### src/rtl/axis_zip_sched_pkg.sv
// Shared types for the zip-record round-robin scheduler: FSM states and the
// record layout handed to the expansion engine.
package axis_zip_sched_pkg;

  typedef enum logic [1:0] {
    IDLE  = 2'd0,
    ISSUE = 2'd1,
    BUSY  = 2'd2
  } sched_state_e;

  localparam int ASIZE_DEF = 8;
  localparam int LSIZE_DEF = 8;

  // Field order of a record; the scheduler itself slices by parameter width.
  typedef struct packed {
    logic [ASIZE_DEF-1:0] start;
    logic [LSIZE_DEF-1:0] len_m1;
  } rec_t;

endpackage

### src/rtl/axis_zip_rr_scheduler_rr_pick.sv
// Combinational round-robin picker: first set request at or after ptr,
// found by scanning a doubled copy of the request vector.
module rr_pick #(
  parameter int NUM = 4,
  parameter int IDW = $clog2(NUM)
) (
  input  logic [NUM-1:0] req_i,
  input  logic [IDW-1:0] ptr_i,
  output logic [NUM-1:0] gnt_o,
  output logic [IDW-1:0] idx_o,
  output logic           any_o
);

  logic [2*NUM-1:0] dbl;
  int               hit;
  int               pos;

  always_comb begin
    dbl   = {req_i, req_i};
    hit   = 0;
    any_o = |req_i;
    // Descending scan so the smallest offset from ptr is the last one kept.
    for (int i = NUM - 1; i >= 0; i--) begin
      if (dbl[int'(ptr_i) + i]) hit = i;
    end
    pos = int'(ptr_i) + hit;
    if (pos >= NUM) pos = pos - NUM;
    idx_o = pos[IDW-1:0];
    gnt_o = '0;
    if (any_o) gnt_o[pos[IDW-1:0]] = 1'b1;
  end

endmodule

### src/rtl/axis_zip_rr_scheduler.sv
// Shares one zip-record expansion engine between NUM requesters, holding the
// grant until the engine's burst ends and flagging burst-length mismatches.
module axis_zip_rr_scheduler
  import axis_zip_sched_pkg::*;
#(
  parameter int NUM   = 4,
  parameter int ASIZE = 8,
  parameter int LSIZE = 8,
  parameter int IDW   = $clog2(NUM)
) (
  input  logic                          clock,
  input  logic                          rst_n,
  input  logic [NUM-1:0]                req_valid,
  input  logic [NUM*(ASIZE+LSIZE)-1:0]  req_data,
  output logic [NUM-1:0]                req_ready,
  output logic                          zip_tvalid,
  output logic [ASIZE+LSIZE-1:0]        zip_tdata,
  input  logic                          zip_tready,
  input  logic                          unzip_tvalid,
  input  logic                          unzip_tready,
  input  logic                          unzip_tlast,
  output logic [IDW-1:0]                cur_id,
  output logic                          busy,
  output logic                          err_len
);

  localparam int             RW      = ASIZE + LSIZE;
  localparam logic [IDW-1:0] LAST_ID = IDW'(NUM - 1);

  sched_state_e   state_q, state_d;
  logic [IDW-1:0] ptr_q, ptr_d;
  logic [IDW-1:0] cur_id_q, cur_id_d;
  logic [RW-1:0]  rec_q, rec_d;
  logic [LSIZE:0] beat_q, beat_d;
  logic [LSIZE:0] beat_inc, exp_len;
  logic [NUM-1:0] win_gnt;
  logic [IDW-1:0] win_idx;
  logic           win_any;
  logic           beat;
  logic           counted;
  logic           len_hit;

  rr_pick #(.NUM(NUM), .IDW(IDW)) u_pick (
    .req_i (req_valid),
    .ptr_i (ptr_q),
    .gnt_o (win_gnt),
    .idx_o (win_idx),
    .any_o (win_any)
  );

  assign beat     = unzip_tvalid & unzip_tready;
  assign beat_inc = beat_q + (LSIZE+1)'(1);
  assign exp_len  = {1'b0, rec_q[LSIZE-1:0]} + (LSIZE+1)'(1);
  assign len_hit  = (beat_inc == exp_len);
  // A beat seen before the engine took the record does not belong to it.
  assign counted  = beat && ((state_q == BUSY) || ((state_q == ISSUE) && zip_tready));

  always_ff @(posedge clock or negedge rst_n) begin
    if (!rst_n) begin
      state_q  <= IDLE;
      ptr_q    <= '0;
      cur_id_q <= '0;
      rec_q    <= '0;
      beat_q   <= '0;
    end else begin
      state_q  <= state_d;
      ptr_q    <= ptr_d;
      cur_id_q <= cur_id_d;
      rec_q    <= rec_d;
      beat_q   <= beat_d;
    end
  end

  always_comb begin
    state_d    = state_q;
    ptr_d      = ptr_q;
    cur_id_d   = cur_id_q;
    rec_d      = rec_q;
    beat_d     = beat_q;
    req_ready  = '0;
    zip_tvalid = 1'b0;
    err_len    = 1'b0;

    case (state_q)
      IDLE: begin
        // rst_n gating keeps the pop strobe quiet while reset is held.
        if (rst_n) req_ready = win_gnt;
        if (win_any) begin
          rec_d    = req_data[int'(win_idx)*RW +: RW];
          cur_id_d = win_idx;
          beat_d   = '0;
          state_d  = ISSUE;
        end
      end
      ISSUE: begin
        zip_tvalid = 1'b1;
        if (zip_tready) state_d = BUSY;
        if (beat && !zip_tready) err_len = 1'b1;
      end
      BUSY: begin
      end
      default: state_d = IDLE;
    endcase

    if (counted) begin
      beat_d = beat_inc;
      if (unzip_tlast) begin
        err_len = !len_hit;
        state_d = IDLE;
        ptr_d   = (cur_id_q == LAST_ID) ? '0 : cur_id_q + IDW'(1);
      end else begin
        err_len = len_hit;
      end
    end
  end

  assign zip_tdata = rec_q;
  assign cur_id    = cur_id_q;
  assign busy      = (state_q != IDLE);

endmodule

### config.mk
export PLATFORM = sky130hd
export DESIGN_NAME = axis_zip_rr_scheduler
export DESIGN_NICKNAME = d
export VERILOG_FILES = /design/src/rtl/axis_zip_sched_pkg.sv /design/src/rtl/axis_zip_rr_scheduler_rr_pick.sv /design/src/rtl/axis_zip_rr_scheduler.sv
export SDC_FILE = /design/constraint.sdc
export NUM_CORES = 1
export LEC_CHECK = 0
export ABC_AREA = 1
export BUFFER_PORTS_ARGS = -buffer_cell sky130_fd_sc_hd__buf_4
export CORE_MARGIN = 8
export CORE_UTILIZATION = 50
export CTS_BUF_LIST = sky130_fd_sc_hd__clkbuf_8
export CTS_CLUSTER_SIZE = 10
export DETAILED_ROUTE_END_ITERATION = 10
export PLACE_DENSITY = 0.84
export SETUP_SLACK_MARGIN = 0.05
export SLEW_MARGIN = 10
export SYNTH_ARGS = -nofsm -noshare
export SYNTH_HDL_FRONTEND = slang
export SYNTH_SLANG_ARGS = --single-unit
### constraint.sdc
create_clock -name clock -period 7.5 [get_ports clock]
set_input_delay 0.375 -clock clock [delete_from_list [all_inputs] [get_ports clock]]
set_output_delay 0.375 -clock clock [all_outputs]
set_load 0.03 [all_outputs]
==> flow_summary.ini, run 1 <==
[job]
cap_violations = 0

[yosys]
ys_seq_area_share_pct = 30.97
synth_top_area_share_pct = 30.97
synth.net_count = 440
postSynthCellCount = 361
synth_seq_cells = 31
yosysTopAreaCell = dfrtp_1
yosys_warnings = 0
synth_cell_types = 29
avgSynthCellArea_um2 = 6.939
synth_area_um2 = 2505
synth_area_leaders = dfrtp_1 (31%), nand2_1 (19%), mux2i_1 (13%), nand3_1 (12%), inv_1 (4.5%)

[power_and_ir_drop]
power.internal_w = 0.0008136
clockPowerShare_pct = 10.5
leakagePower_nw = 1.847
peakVddDrop_v = 0.0003010
switching_power_w = 0.0008743
total_power_w = 0.001688
pwr-share-comb_pct = 70.6
p_sw_share_pct = 51.80
p_per_area_nw_per_um2 = 501.1
p_seq_share_pct = 18.9

[floorplan]
die-area_um2 = 7531
row_count = 25
start_util_pct = 52.34
die_w_um = 86.78
io_pins = 99
die_y_um = 86.78
core_um2 = 4786

[global_route]
grt-busiest-layer = met2
grtUsageMet2_pct = 36.02
grt_pass1_vias = 2912
grt_use_total_pct = 21.32
grt_pass1_wl_um = 12890
grt-ovfl-total = 0
met1_usage_pct = 23.46
met3_usage_pct = 8.223
antenna_found_initial = 0
grt_max_degree = 36

[sta]
whs_ns = 0.02039
slew_viol_final = 0
fmax_mhz = 284.7
fin_setup_tns_ns = 0
setup_viol = 0
finalHoldViolCount = 0
post-route-period-util_pct = 46.83
timing.final.crit_period_ns = 3.512
relSlewSlack_pct = 37.30
grt_setup_unrepaired = false
clock_skew_ns = 0.009658
tightestPinTransition_ns = 0.9405

[clock_network]
clock_latency_ns = 0.30
cts.path.max_buffers = 2
cts.hold.buffers_added = 0
cts_tree = yes
clkTransAtPathRegs_ns = 0.07
cts_sinks = 31
post_cts_buffers = 0
cts_buffers = 5
cts_root_buffer = clkbuf_8
htree_levels = 2
cts_resized = 0

[route]
via_per_inst = 5.334
wirelength_um = 7764
antenna_left = 0
route.detailed.drc = 0
vias = 2779
wl_per_cell_um = 14.90
drt-initial-drc-count = 131
drt_pre_antenna_iters = 5

[worst_setup_path]
slowest_delay_ns = 0.97
worstPathRequired_ns = 7.12
worstPathArrival_ns = 3.14
path_common_cell = nand3_1
crit_chain = ha_1 > inv_1 > nand3_1 > nand2_2 > a21boi_0 > ha_2 > nand3_1 > nor2_1 > buf_4
critical_path_class = reg2out
slowest_stage = ha_2
worstSetupEndpointType = primary output
cp-startpoint = ptr_q[0]$_DFFE_PN0P_
critPathMaxFanout = 35
regToRegStartpoint = ptr_q[0]$_DFFE_PN0P_
start_kind = flop

[outcome]
status = finished, final reports clean

[placed_design]
placed_cells = 513
place_congestion = 0.9061
place_hpwl_um = 6106
place_area_um2 = 3251
port_buffers = 98

[layout]
fillers = 398
final_nets = 532
areaGrowthSynthToFinish_pct = 34.47
fin_area_um2 = 3368
layout.cells.non_filler = 521
antennaDiodeCount = 0
drive_gt1_share_pct = 26.21

[hold_path]
min_path_type = in2async
layout make-up:
cell class	count	area [µm²]	share of cell area (%)
Multi-Input combinational cell	284	1528	45.36
Tap cell	67	83.83	2.489
Clock inverter	2	35.03	1.040
Sequential cell	31	775.7	23.03
Timing Repair Buffer	99	743.2	22.07
Inverter	32	120.1	3.566
Clock buffer	6	82.58	2.452
registers in the layout (all words and copies together) (netlist names):
register	count
ptr_q	2
zip_tdata	16
cur_id	2
state_q	2
beat_q	9
power groups by stage:
stage          clock, W  sequential (W)  combinational [W]
4_1_cts        0.000179        0.000316            0.00120
5_1_grt        0.000186        0.000329            0.00131
6_report       0.000177        0.000319            0.00119
2_1_floorplan         0        0.000392           0.000855
3_5_place_dp          0        0.000317            0.00119
3_3_place_gp          0        0.000315            0.00115
cells in the mapped netlist:
master and n:
a21boi_0 1, a21oi_1 2, and2_1 1, buf_2 6, buf_4 2, buf_6 2
clkbuf_1 3, clkbuf_2 1, dfrtp_1 31, ha_1 5, inv_1 30, inv_2 2
mux2i_1 32, nand2_1 125, nand2_2 3, nand3_1 58, nand3_2 2, nand3_4 1
nand3b_1 3, nand4_1 5, nor2_1 19, nor2_2 3, nor4_1 1, o21ai_0 9
o21ai_1 1, o22ai_1 4, o31ai_1 1, xnor2_1 3, xor2_1 5
final timing paths:
check                                            to  slack [ns]  cells past startpoint
min in group clock             state_q[0]$_DFF_PN0_        0.34                      4
setup / recovery                       req_ready[3]        3.99                      9
setup reg to reg           zip_tdata[6]$_DFFE_PN0P_        4.55                     10
max in group asynchronous  zip_tdata[1]$_DFFE_PN0P_        7.16                      1
hold / removal                beat_q[8]$_DFFE_PN0P_        0.02                      1
hold reg to reg            zip_tdata[9]$_DFFE_PN0P_        0.50                      2
cells in the final DEF (no fill, tap or decap), types with 5 or more instances in the layout:
master / instances
inv_1: 30
dfrtp_1: 31
nand2_1: 125
buf_4: 99
o21ai_0: 9
nor2_1: 19
mux2i_1: 32
clkbuf_8: 6
nand3_1: 58
xor2_1: 5
nand4_1: 5
metrics by stage:
stage | setup WS [ns] | util, %
2_1_floorplan | 4.561 | -
3_3_place_gp | 4.425 | 67.92
3_5_place_dp | 4.302 | 67.92
4_1_cts | 3.976 | 70.38
5_1_grt | 3.800 | 70.38
6_report | 3.988 | 70.38
cells by family after synthesis:
logic type | Yosys count | share of synthesized area [%]
compound gates | 18 | 3.996
buf+inv | 46 | 8.142
simple gates | 221 | 38.81
mux | 32 | 12.79
fa+ha+maj | 5 | 2.498
xor+xnor | 8 | 2.797
flops | 31 | 30.97
worst max-delay path, delay by kind of cell, from the launching register on:
family / cells / cell delay [ns]
fa+ha+maj: 2 / 1.34
simple gates: 4 / 0.63
flops: 1 / 0.47
buf+inv: 2 / 0.27
compound gates: 1 / 0.11
layer usage:
layer | wire (µm) | up-vias
li1 | - | 1370
met1 | 3054 | 1274
met2 | 3843 | 120
met3 | 706 | 15
met4 | 159 | 0
met5 | 0 | -
(Power assumes the default switching activity.)
==> run 2, diff against run 1 <==
Clock period 7.5 ns to 3.33 ns, I/O delays scaled along.
==> flow_summary.ini, run 2 (synthesis gave the netlist of run 1 again) <==
[outcome]
status = finished, final reports clean

[worst_setup_path]
worst-path-buf-inv = 3
slowest_stage = dfrtp_1
worstSetupEndpointType = primary output
critical_path_class = reg2out
worstPathArrival_ns = 2.81
crit_chain = ha_1 > inv_1 > nand3_1 > nand2_2 > a21boi_0 > ha_2 > nand3_2 > nand2_4 > inv_1 > nor2_1 > buf_4
critPathMaxFanout = 20
worstPathRequired_ns = 3.16
slowest_delay_ns = 0.47
start_kind = flop
path_common_cell = inv_1
cp_top_family = simple AND/OR/NAND/NOR gates

[route]
vias = 2723
antenna_left = 0
via_per_inst = 5.207
route.detailed.drc = 0
wirelength_um = 7406
wl_per_cell_um = 14.16
drt-initial-drc-count = 187
drt_pre_antenna_iters = 4

[layout]
final_cell_mix = nand2_1 (125), buf_4 (100), nand3_1 (58), mux2i_1 (32), dfrtp_1 (31)
drive_gt1_share_pct = 26.32
largest_reg_flops = 16
final_nets = 535
finalCoreUtilization_pct = 70.64
mostFrequentLayoutCell = nand2_1
fillers = 407
layout.cells.non_filler = 523
antennaDiodeCount = 0
areaGrowthSynthToFinish_pct = 34.96

[floorplan]
start_util_pct = 52.34
die_w_um = 86.78
die-area_um2 = 7531
core_um2 = 4786
row_count = 25
io_pins = 99
die_y_um = 86.78

[clock_network]
post_cts_buffers = 0
clock_latency_ns = 0.29
cts_root_buffer = clkbuf_8
cts.path.max_buffers = 2
clkTransAtPathRegs_ns = 0.07
cts_tree = yes
htree_levels = 2
cts_sinks = 31
cts_buffers = 5

[global_route]
antenna_found_initial = 0
grt_max_degree = 34
grt_use_total_pct = 20.24
grt_pass1_vias = 2771
grt-ovfl-total = 0
grt_pass1_wl_um = 12250

[sta]
fin_setup_tns_ns = 0
whs_ns = 0.1530
post-route-period-util_pct = 89.34
relSlewSlack_pct = 54.55
grt_setup_unrepaired = false
tightestPinTransition_ns = 0.6810
fmax_mhz = 336.1
slew_viol_final = 0
timing.final.crit_period_ns = 2.975
setup_viol = 0
finalHoldViolCount = 0
clock_skew_ns = 0.008739

[hold_path]
min_path_type = in2reg

[job]
cap_violations = 0

[placed_design]
port_buffers = 98
place_hpwl_um = 5933
placed_cells = 515
place_congestion = 0.9037

[power_and_ir_drop]
total_power_w = 0.003774
peakVddDrop_v = 0.001027
p_per_area_nw_per_um2 = 1116
leakagePower_nw = 1.852
[run 2: changes by cell type in the layout (fill, tap and decap cells not counted), sizes merged]
cell / delta
bufinv: -1
dlygate4sd3: +1
buf: +2
[run 2: final cells by class]
cell class | count | area [µm²] | share of cell area, %
clock buffers | 6 | 82.58 | 2.443
clock inverters | 1 | 5.005 | 0.1480
inverters | 32 | 120.1 | 3.553
multi-input cells | 284 | 1533 | 45.34
flip-flops and latches | 31 | 775.7 | 22.95
well taps | 67 | 83.83 | 2.480
repair buffers | 102 | 780.7 | 23.09
[run 2: final timing paths]
kind | from | to | slack [ns] | depth (start not counted)
setup / recovery | ptr_q[0]$_DFFE_PN0P_ | req_ready[0] | 0.35 | 11
hold / removal | zip_tready | state_q[0]$_DFF_PN0_ | 0.15 | 4
setup reg to reg | ptr_q[0]$_DFFE_PN0P_ | zip_tdata[11]$_DFFE_PN0P_ | 0.57 | 11
hold reg to reg | zip_tdata[10]$_DFFE_PN0P_ | zip_tdata[10]$_DFFE_PN0P_ | 0.49 | 2
max in group asynchronous | rst_n | zip_tdata[6]$_DFFE_PN0P_ | 2.66 | 2
min in group asynchronous | rst_n | beat_q[7]$_DFFE_PN0P_ | 0.37 | 2
[run 2: report_power, final]
part | total, W | switching [W] | internal, W
registers | 0.000707 | 0.000173 | 0.000534
clock network | 0.000305 | 0.000143 | 0.000162
logic | 0.00276 | 0.00163 | 0.00113
total | 0.00377 | 0.00195 | 0.00182
[run 2: repair_timing]
item / CTS / global route
hold endpoints to repair: 31 / 0
gates resized for setup: 0 / 1
setup endpoints to repair: 0 / 2
hold buffers: 1 / 0
[run 2: routing by layer]
layer  wire, µm  GRT usage [%]  part of all wire [%]  up-vias
met5          0              0                     0        -
met4        140          6.260                   1.9        0
met3        659          8.412                   8.9       13
met2       3647          34.42                    49       97
met1       2959          22.32                    40     1243
li1           -              -                     -     1370
[run 2: tightest hold or removal path: stages]
cell,delay [ns]
buf_4,0.09
inv_1,0.04
nand2_1,0.06
nand2_1,0.04
[run 2: through the flow]
step	worst slack (ns)	instance area (µm²)
after global placement	0.6976	3278
after global routing	0.08258	3381
after detailed placement	0.5870	3278
after floorplan	0.5996	2505
final	0.3548	3381
after CTS	0.2584	3376
==> run 3, diff against run 2 <==
Settings changed: CORE_UTILIZATION 50 to 25, PLACE_DENSITY 0.84 to 0.49.
==> flow_summary.ini, run 3 (synthesis gave the netlist of run 1 again) <==
[clock_network]
cts.path.max_buffers = 2
cts_buffers = 5
clkTransAtPathRegs_ns = 0.07
htree_levels = 2
cts_resized = 0
clock_latency_ns = 0.28
cts_root_buffer = clkbuf_8
cts_sinks = 31
cts_tree = yes

[layout]
seq_area_um2 = 775.7
fillers = 1050
final_cell_mix = nand2_1 (125), buf_4 (104), nand3_1 (58), mux2i_1 (32), dfrtp_1 (31)
largest_reg_flops = 16
multiInputGateArea_um2 = 1528
antennaDiodeCount = 0
final_nets = 538
mostFrequentLayoutCell = nand2_1
drive_gt1_share_pct = 26.80
areaGrowthSynthToFinish_pct = 38.46

[worst_setup_path]
regToRegStartpoint = ptr_q[0]$_DFFE_PN0P_
critPathMaxFanout = 20
start_kind = flop
worstPathArrival_ns = 2.83
worstSetupEndpointType = primary output
cp-startpoint = ptr_q[0]$_DFFE_PN0P_
critical_path_class = reg2out
worstPathRequired_ns = 3.16

[global_route]
grt-ovfl-total = 0
grt_pass1_wl_um = 13180
grt_pass1_vias = 2843
grt_use_total_pct = 12.23
grt_max_degree = 34
met1_usage_pct = 14.13
antenna_found_initial = 0
grtUsageMet2_pct = 20.81
grt-busiest-layer = met2
met3_usage_pct = 4.809

[power_and_ir_drop]
switching_power_w = 0.001980
pwr-share-comb_pct = 73.0
p_per_area_nw_per_um2 = 1097
leakagePower_nw = 1.861
clockPowerShare_pct = 8.2
power.internal_w = 0.001824
p_seq_share_pct = 18.8
total_power_w = 0.003804
peakVddDrop_v = 0.0004962
p_sw_share_pct = 52.04

[floorplan]
die_w_um = 116.1
io_pins = 99
row_count = 36
core_um2 = 9729
die-area_um2 = 13480
die_y_um = 116.1
start_util_pct = 25.75

[placed_design]
place_hpwl_um = 6286
dp_slack_ns = 0.5758
place_congestion = 0.7870
port_buffers = 98

[sta]
finalHoldViolCount = 0
fin_setup_tns_ns = 0
tightestPinTransition_ns = 0.7092
slew_viol_final = 0
fmax_mhz = 333.8
relSlewSlack_pct = 52.67
clock_skew_ns = 0.005532
post-route-period-util_pct = 89.95
timing.final.crit_period_ns = 2.995
whs_ns = 0.1451
setup_viol = 0
grt_setup_unrepaired = false
setup_ws_ns = 0.3346

[job]
cap_violations = 0

[hold_path]
hp-start = zip_tready
min_path_type = in2reg

[route]
wl_per_cell_um = 13.58
antenna_left = 0
route.detailed.drc = 0
drt_pre_antenna_iters = 4
vias = 2635
drt-initial-drc-count = 88
via_per_inst = 4.451
wirelength_um = 8038

[outcome]
status = finished, final reports clean
-- run 3: layout make-up --
cell class	count	share of cell area (%)
multi-input cells	284	44.05
repair buffers	105	22.80
flip-flops and latches	31	22.37
well taps	133	4.798
inverters	32	3.463
clock buffers	6	2.381
clock inverters	1	0.1443
-- run 3: power by group through the flow --
stage               clock network, W  logic (W)  registers [W]
floorplan                          0    0.00193       0.000883
global placement                   0    0.00281       0.000715
detailed placement                 0    0.00283       0.000718
CTS                         0.000323    0.00284       0.000716
global route                0.000338    0.00310       0.000746
finish                      0.000311    0.00278       0.000714
-- run 3: what timing repair did --
action,in CTS,in global routing
endpoints found under the hold margin,31,0
setup endpoints to repair,0,0
buffers inserted,0,0
hold buffers,1,0
-- run 3: worst paths after layout --
kind                                                   to  slack, ns  cells past startpoint
worst max-delay path                         req_ready[0]       0.33                     12
worst min-delay path                 state_q[0]$_DFF_PN0_       0.15                      4
worst max register to register   zip_tdata[0]$_DFFE_PN0P_       0.59                     11
worst min register to register  zip_tdata[13]$_DFFE_PN0P_       0.48                      2
max in group asynchronous       zip_tdata[14]$_DFFE_PN0P_       2.64                      2
min in group asynchronous            state_q[1]$_DFF_PN0_       0.38                      2
-- run 3: per-stage QoR --
| step | cell area [µm²] | std cells | utilization [%] |
|---|---|---|---|
| after CTS | 3468 | 592 | 35.65 |
| after floorplan | 2505 | 361 | - |
| final | 3468 | 592 | 35.65 |
| after detailed placement | 3371 | 584 | 34.65 |
| after global routing | 3468 | 592 | 35.65 |
| after global placement | 3371 | 584 | 34.65 |
-- run 3: worst max-delay path, cell delays in order (launching register included) --
cell and delay [ns]:
dfrtp_1 0.47, ha_1 0.37, inv_1 0.09, nand3_1 0.10, nand2_2 0.11, a21boi_0 0.10, ha_2 0.19, inv_1 0.09
nand3_4 0.22, nand2_2 0.41, inv_1 0.11, nor2_1 0.11, buf_4 0.17
-- run 3: routing by layer --
layer  part of all wire, %  vias to the layer above  wire [µm]
met1                    43                     1183       3466
met2                    49                       78       3937
li1                      -                     1372          -
met3                   7.5                        2        604
met5                     0                        -          0
met4                  0.36                        0         29
